--- src/rtl/weight_load_seq.sv ---
// Weight RAM walker: reads NUM_UNITS*WEIGHTS_PER_UNIT words from base_addr and strobes each into the weight mux.
// Optional macro WEIGHT_LOAD_CHECKSUM_EN adds a running modulo-2^DATA_W checksum output of the delivered words.
module weight_load_seq #(
    parameter int NUM_UNITS        = 6,
    parameter int WEIGHTS_PER_UNIT = 1,
    parameter int DATA_W           = 32,
    parameter int ADDR_W           = 8
) (
    input  logic              CLOCK,
    input  logic              RESET,
    input  logic              start,
    input  logic [ADDR_W-1:0] base_addr,
    output logic              ram_rd_en,
    output logic [ADDR_W-1:0] ram_addr,
    input  logic [DATA_W-1:0] ram_data,
    output logic [DATA_W-1:0] ram_out,
    output logic [3:0]        unit_sel,
    output logic              write,
    output logic              busy,
    output logic              done
`ifdef WEIGHT_LOAD_CHECKSUM_EN
    ,
    output logic [DATA_W-1:0] checksum
`endif
);

    localparam int                N        = NUM_UNITS * WEIGHTS_PER_UNIT;
    localparam logic [ADDR_W-1:0] LAST_IDX = ADDR_W'(N - 1);
    localparam int                WC_W     = (WEIGHTS_PER_UNIT > 1) ? $clog2(WEIGHTS_PER_UNIT) : 1;
    localparam logic [WC_W-1:0]   WC_LAST  = WC_W'(WEIGHTS_PER_UNIT - 1);

    typedef enum logic [2:0] {
        IDLE,
        READ,
        LATCH,
        WRITE,
        GAP,
        DONE
    } state_t;

    state_t            state;
    logic [ADDR_W-1:0] base;
    logic [ADDR_W-1:0] idx;
    logic [WC_W-1:0]   wcnt;
    logic [3:0]        unit;

    // Outputs are registered on the edge that enters each state, so every
    // strobe lines up exactly with the state it belongs to.
    always_ff @(posedge CLOCK) begin
        if (RESET) begin
            state     <= IDLE;
            base      <= '0;
            idx       <= '0;
            wcnt      <= '0;
            unit      <= '0;
            ram_rd_en <= 1'b0;
            ram_addr  <= '0;
            ram_out   <= '0;
            unit_sel  <= '0;
            write     <= 1'b0;
            busy      <= 1'b0;
            done      <= 1'b0;
`ifdef WEIGHT_LOAD_CHECKSUM_EN
            checksum  <= '0;
`endif
        end else begin
            case (state)
                IDLE: begin
                    if (start) begin
                        base      <= base_addr;
                        idx       <= '0;
                        wcnt      <= '0;
                        unit      <= '0;
                        ram_rd_en <= 1'b1;
                        ram_addr  <= base_addr;
                        busy      <= 1'b1;
`ifdef WEIGHT_LOAD_CHECKSUM_EN
                        checksum  <= '0;
`endif
                        state     <= READ;
                    end
                end
                READ: begin
                    ram_rd_en <= 1'b0;
                    state     <= LATCH;
                end
                LATCH: begin
                    ram_out  <= ram_data;
                    unit_sel <= unit;
                    write    <= 1'b1;
                    state    <= WRITE;
                end
                WRITE: begin
                    write    <= 1'b0;
`ifdef WEIGHT_LOAD_CHECKSUM_EN
                    checksum <= checksum + ram_out;
`endif
                    state    <= GAP;
                end
                GAP: begin
                    idx <= idx + ADDR_W'(1);
                    if (wcnt == WC_LAST) begin
                        wcnt <= '0;
                        unit <= unit + 4'd1;
                    end else begin
                        wcnt <= wcnt + WC_W'(1);
                    end
                    if (idx == LAST_IDX) begin
                        busy  <= 1'b0;
                        done  <= 1'b1;
                        state <= DONE;
                    end else begin
                        // Address wraps modulo 2^ADDR_W by construction.
                        ram_rd_en <= 1'b1;
                        ram_addr  <= base + idx + ADDR_W'(1);
                        state     <= READ;
                    end
                end
                DONE: begin
                    done  <= 1'b0;
                    state <= IDLE;
                end
                default: state <= IDLE;
            endcase
        end
    end

    a_write_single: assert property (@(posedge CLOCK) disable iff (RESET) write |=> !write);
    a_rd_wr_excl:   assert property (@(posedge CLOCK) disable iff (RESET) !(write && ram_rd_en));

endmodule

--- config.mk ---
export PLATFORM = sky130hd
export DESIGN_NAME = weight_load_seq
export DESIGN_NICKNAME = d
export VERILOG_FILES = /design/src/rtl/weight_load_seq.sv
export SDC_FILE = /design/constraint.sdc
export NUM_CORES = 1
export LEC_CHECK = 0
export CAP_MARGIN = 20
export CORE_MARGIN = 4
export CORE_UTILIZATION = 47
export DETAILED_ROUTE_END_ITERATION = 10
export PLACE_DENSITY = 0.81
export REMOVE_ABC_BUFFERS = 1
export SYNTH_ARGS = -nofsm -noshare
export SYNTH_HDL_FRONTEND = slang
export SYNTH_SLANG_ARGS = --single-unit
--- constraint.sdc ---
create_clock -name CLOCK -period 2.4 [get_ports CLOCK]
set_clock_uncertainty 0.05 [all_clocks]
set_input_delay 0.36 -clock CLOCK [delete_from_list [all_inputs] [get_ports CLOCK]]
set_output_delay 0.36 -clock CLOCK [all_outputs]
set_load 0.1 [all_outputs]
# == Word-level counts from Yosys, hierarchy flattened ==
# Cells that the tools add are included.
# word_totals
reg_bits,72
inputBits,43
output_inout_bits,48
# op_classes
n_addsub,5
eq_ne,10
n_mux,22
reduce_logical,12
# op_table
op,n
one-hot mux 8 bit (2 select lines),2
2-to-1 mux 8 bit,3
adder 8 x 1 -> 8 bit (second input constant),2
one-hot mux 3 bit (5 select lines),1
AND reduction 3 bit,4
adder 8 bit,1
== test 8 x 3 -> 1 bit (second input constant),1
2-to-1 mux 4 bit,2
!= test 2 bit (second input constant),4
one-hot mux 1 bit (2 select lines),4
one-hot mux 4 bit (2 select lines),1
== test 3 x 2 -> 1 bit (second input constant),2
== test 3 bit (second input constant),2
2-to-1 mux 1 bit,6
2-to-1 mux 3 bit,2
AND reduction 2 bit,3
nonzero test 2 bit,3
adder 4 x 1 -> 4 bit (second input constant),1
== test 3 x 1 -> 1 bit (second input constant),1
zero test 3 bit,1
one-hot mux 1 bit (3 select lines),1
nonzero test 3 bit,1
adder 1 bit (second input constant),1

# == Logic depth before layout (Yosys ltp) ==
# depth
ltp_word,4
depth_mapped,8
mapped_depth_nobuf,8

# == Worst setup path after synthesis ==
# No wires, ideal clock.
# synth_path
path_kind,flip-flop to flip-flop
start,reg idx[0]
end,reg ram_addr[6]
setup_time_ns,0.070
arrival_ns,1.960
required_time_ns,2.280
path_slack_ns,0.320
path_stages_with_launch,9
n_path_buf,0
path_cell_list,dfxtp_1 > inv_1 > ha_1 > fa_1 > nor2b_1 > o31a_1 > nor3_1 > or4b_1 > a21oi_1
# synth_between
elab_chain_cells,4
# synth_rtl
item,line_no,source
start: declaration,43,logic [ADDR_W-1:0] idx;
start signal: assignment,101,idx <= idx + ADDR_W'(1);
adder 8 bit,115,ram_addr <= base + idx + ADDR_W'(1);
adder 8 x 1 -> 8 bit,115,
2-to-1 mux 8 bit,108,if (idx == LAST_IDX) begin
one-hot mux 8 bit (2 select lines),67,case (state)
end signal: assignment,75,ram_addr <= base_addr;
end signal: assignment,115,
end: declaration,14,"output logic [ADDR_W-1:0] ram_addr,"
# Several ways; a longest one is shown, not always the timed one. The select of a mux whose other input is x is not followed.
# A chain may end at the register's enable or synchronous reset.

# == Final worst setup path ==
# Ends and elaborated chain as after synthesis.

==> results.cfg <==
[worst_setup_path]
cpPeakStageDelay_ps = 500
path_max_fanout = 4
path_cells = inv_1 > ha_1 > fa_1 > nor2b_2 > o31a_1 > nor3_1 > or4b_1 > a21oi_1
arrival_ps = 2440
crit_path_start_kind = flip-flop
cp-end-kind = flip-flop
path_class = flip-flop to flip-flop
crit_required_ps = 2620
cp_slowest_cell = or4b_1

[synthesis]
synth_area_leaders = dfxtp_1 (47%), nand2_1 (13%), a21oi_1 (11%)
yosysWarnings = 0
yosysSeqAreaShare_pct = 46.7
synth_top_area_share_pct = 46.7
ys_seq_elements = 71
synthDistinctLibCells = 46
synth_largest_area_cell = dfxtp_1
avgSynthCellArea_um2 = 7.95
synth_common_cells = nand2_1 (106), dfxtp_1 (71), a21oi_1 (65)
synth-async-reset-ratio_pct = 0
synthesis.area_um2 = 3040
yosys_most_used_dff = dfxtp_1
synth_edf_count = 0
synth.most_common_cell = nand2_1
synthCells = 383

[pwr]
p_int_uw = 2190
peakVddDrop_mv = 0.517
leakage_uw = 0.00163
power_switching_uw = 1100
p_per_area_nw_per_um2 = 792
pwr-share-seq_pct = 39.4
combPwrFrac_pct = 25.3
swShare_pct = 33.4
p_clk_share_pct = 35.3
power_uw = 3290

[grt]
grt_pass1_vias = 2698
grt.overflow.total = 0
antenna_found_initial = 0
track_usage_pct = 20.2
grt_first_pass_wirelength_mm = 12.4
grt_max_degree = 38

[die]
rows = 29
num_io_pins = 91
die_y_um = 88.5
coreArea_um2 = 6310
initial_core_util_pct = 48.2
die_w_um = 88.5
fp.dieArea_um2 = 7830

[timing]
max_freq_mhz = 450
hold_violations = 0
period_share_pct = 92.6
finalCriticalPeriod_ps = 2220
setup_viol = 0
maxSlewViolCount = 0
rsz0062_at_grt = false
relSlewSlack_pct = 55.9
tns_ps = 0
tightest_slew_ps = 661

[routing]
totalWireLength_mm = 7.80
drt_iter0_markers = 188
wl_per_cell_um = 14.1
viasPerCell = 5.30
drt-pass1-iter-count = 4
drc = 0
via_count = 2927
ant_nets = 0

[clock_network]
numCtsBuffers = 9
ctsRootBufferMaster = clkbuf_8
cts-hold-fix-buffers = 0
clk_latency_ps = 340
htree_num_levels = 3
clk_pin_slew_ps = 80
clockBufferDepth = 2
post_cts_buffers = 0
cts_tree = built
cts_resized = 0
numClockSinks = 71

[place]
dpl-instance-area_um2 = 3910
dpl.hpwl_mm = 5.35
place.gp.congestion = 0.852
port-buffer-count = 90
place_inst = 537

[finish]
fin_area_um2 = 4160
finalCoreUtilization_pct = 65.9
syn_to_final_growth_pct = 36.6
drive_above_1_share_pct = 18.3
diodes = 0
design.final.nets = 525
fin_cells = 552

[hold_path]
min_path_type = flip-flop to flip-flop

[flow_run]
max_cap_viol_count = 0

[outcome]
status = finished clean
-- metrics by stage --
| step | worst slack (ps) | hold WS [ps] |
|---|---|---|
| floorplan | 71.4 | 379 |
| global placement | 165 | 392 |
| detailed placement | 117 | 397 |
| CTS | 95.4 | 408 |
| global route | 47.1 | 424 |
| finish | 179 | 405 |
-- logic make-up (layout without fill, tap and decap cells) --
group	Yosys count	in the layout	synth area share, %
and+or+nand+nor	173	173	25.6
muxes	4	4	1.40
xor gates and xnor gates	2	2	0.576
AOI/OAI and AO/OA	92	92	17.1
buffers and inverters	30	122	3.82
DFF	71	71	46.7
adders and majority gates	11	11	4.77
-- worst paths after layout --
kind	from	end	cells past startpoint	slack, ps
hold reg to reg	ram_out[21]	ram_out[21]	2	400
setup reg to reg	idx[0]	ram_addr[6]	8	180
setup / recovery	idx[0]	ram_addr[6]	8	180
hold / removal	ram_out[21]	ram_out[21]	2	400
-- registers in the layout, summed over array words and instances (netlist names) --
register	flops
base	8
busy	1
done	1
idx	8
ram_addr	8
ram_out	32
ram_rd_en	1
state	3
unit	4
unit_sel	4
write	1
-- cell usage in the layout (no fill, tap or decap), types with 2 or more instances in the layout --
cell type	n
or2_2	2
nand3b_1	3
or3_1	2
or4b_1	2
buf_4	60
mux2i_1	2
o21ai_0	6
inv_1	5
clkbuf_8	10
a211oi_1	4
nor2_1	24
o22ai_1	2
nor2b_1	4
ha_1	10
nand3_1	8
o31a_1	2
a21oi_1	65
o211ai_1	2
nand2_1	106
dfxtp_1	70
clkdlybuf4s50_1	41
bufinv_16	3
o21a_1	3
nor3_1	9
nor2b_2	2
-- critical path: cells and delay by family (launching register included) --
family | cells | cell delay (ps)
simple gates | 3 | 740
fa+ha+maj | 2 | 610
buf+inv | 1 | 70
flops | 1 | 360
compound gates | 2 | 330
-- layer usage --
layer | global-route usage [%] | wire length (µm) | up-vias
met2 | 33.1 | 3960 | 88
li1 | - | - | 1470
met1 | 25.3 | 3170 | 1347
met3 | 3.17 | 433 | 22
met4 | 11.4 | 229 | 0
met5 | 0 | 0 | -
-- layout make-up --
type                            count  area, µm²
Tap cell                           77       96.3
Clock buffer                       10        138
Fill cell                         536       2150
Clock inverter                      5        106
Timing Repair Buffer              102        866
Multi-Input combinational cell    282       1510
Sequential cell                    71       1420
Inverter                            5       18.8
-- power groups by stage --
stage,logic [µW],clock network [µW],registers (µW)
6_report,834,1160,1300
2_1_floorplan,185,0,1710
3_3_place_gp,827,0,1320
4_1_cts,838,1180,1300
5_1_grt,884,1230,1310
3_5_place_dp,835,0,1320
Power figures use the tool's default switching activity.
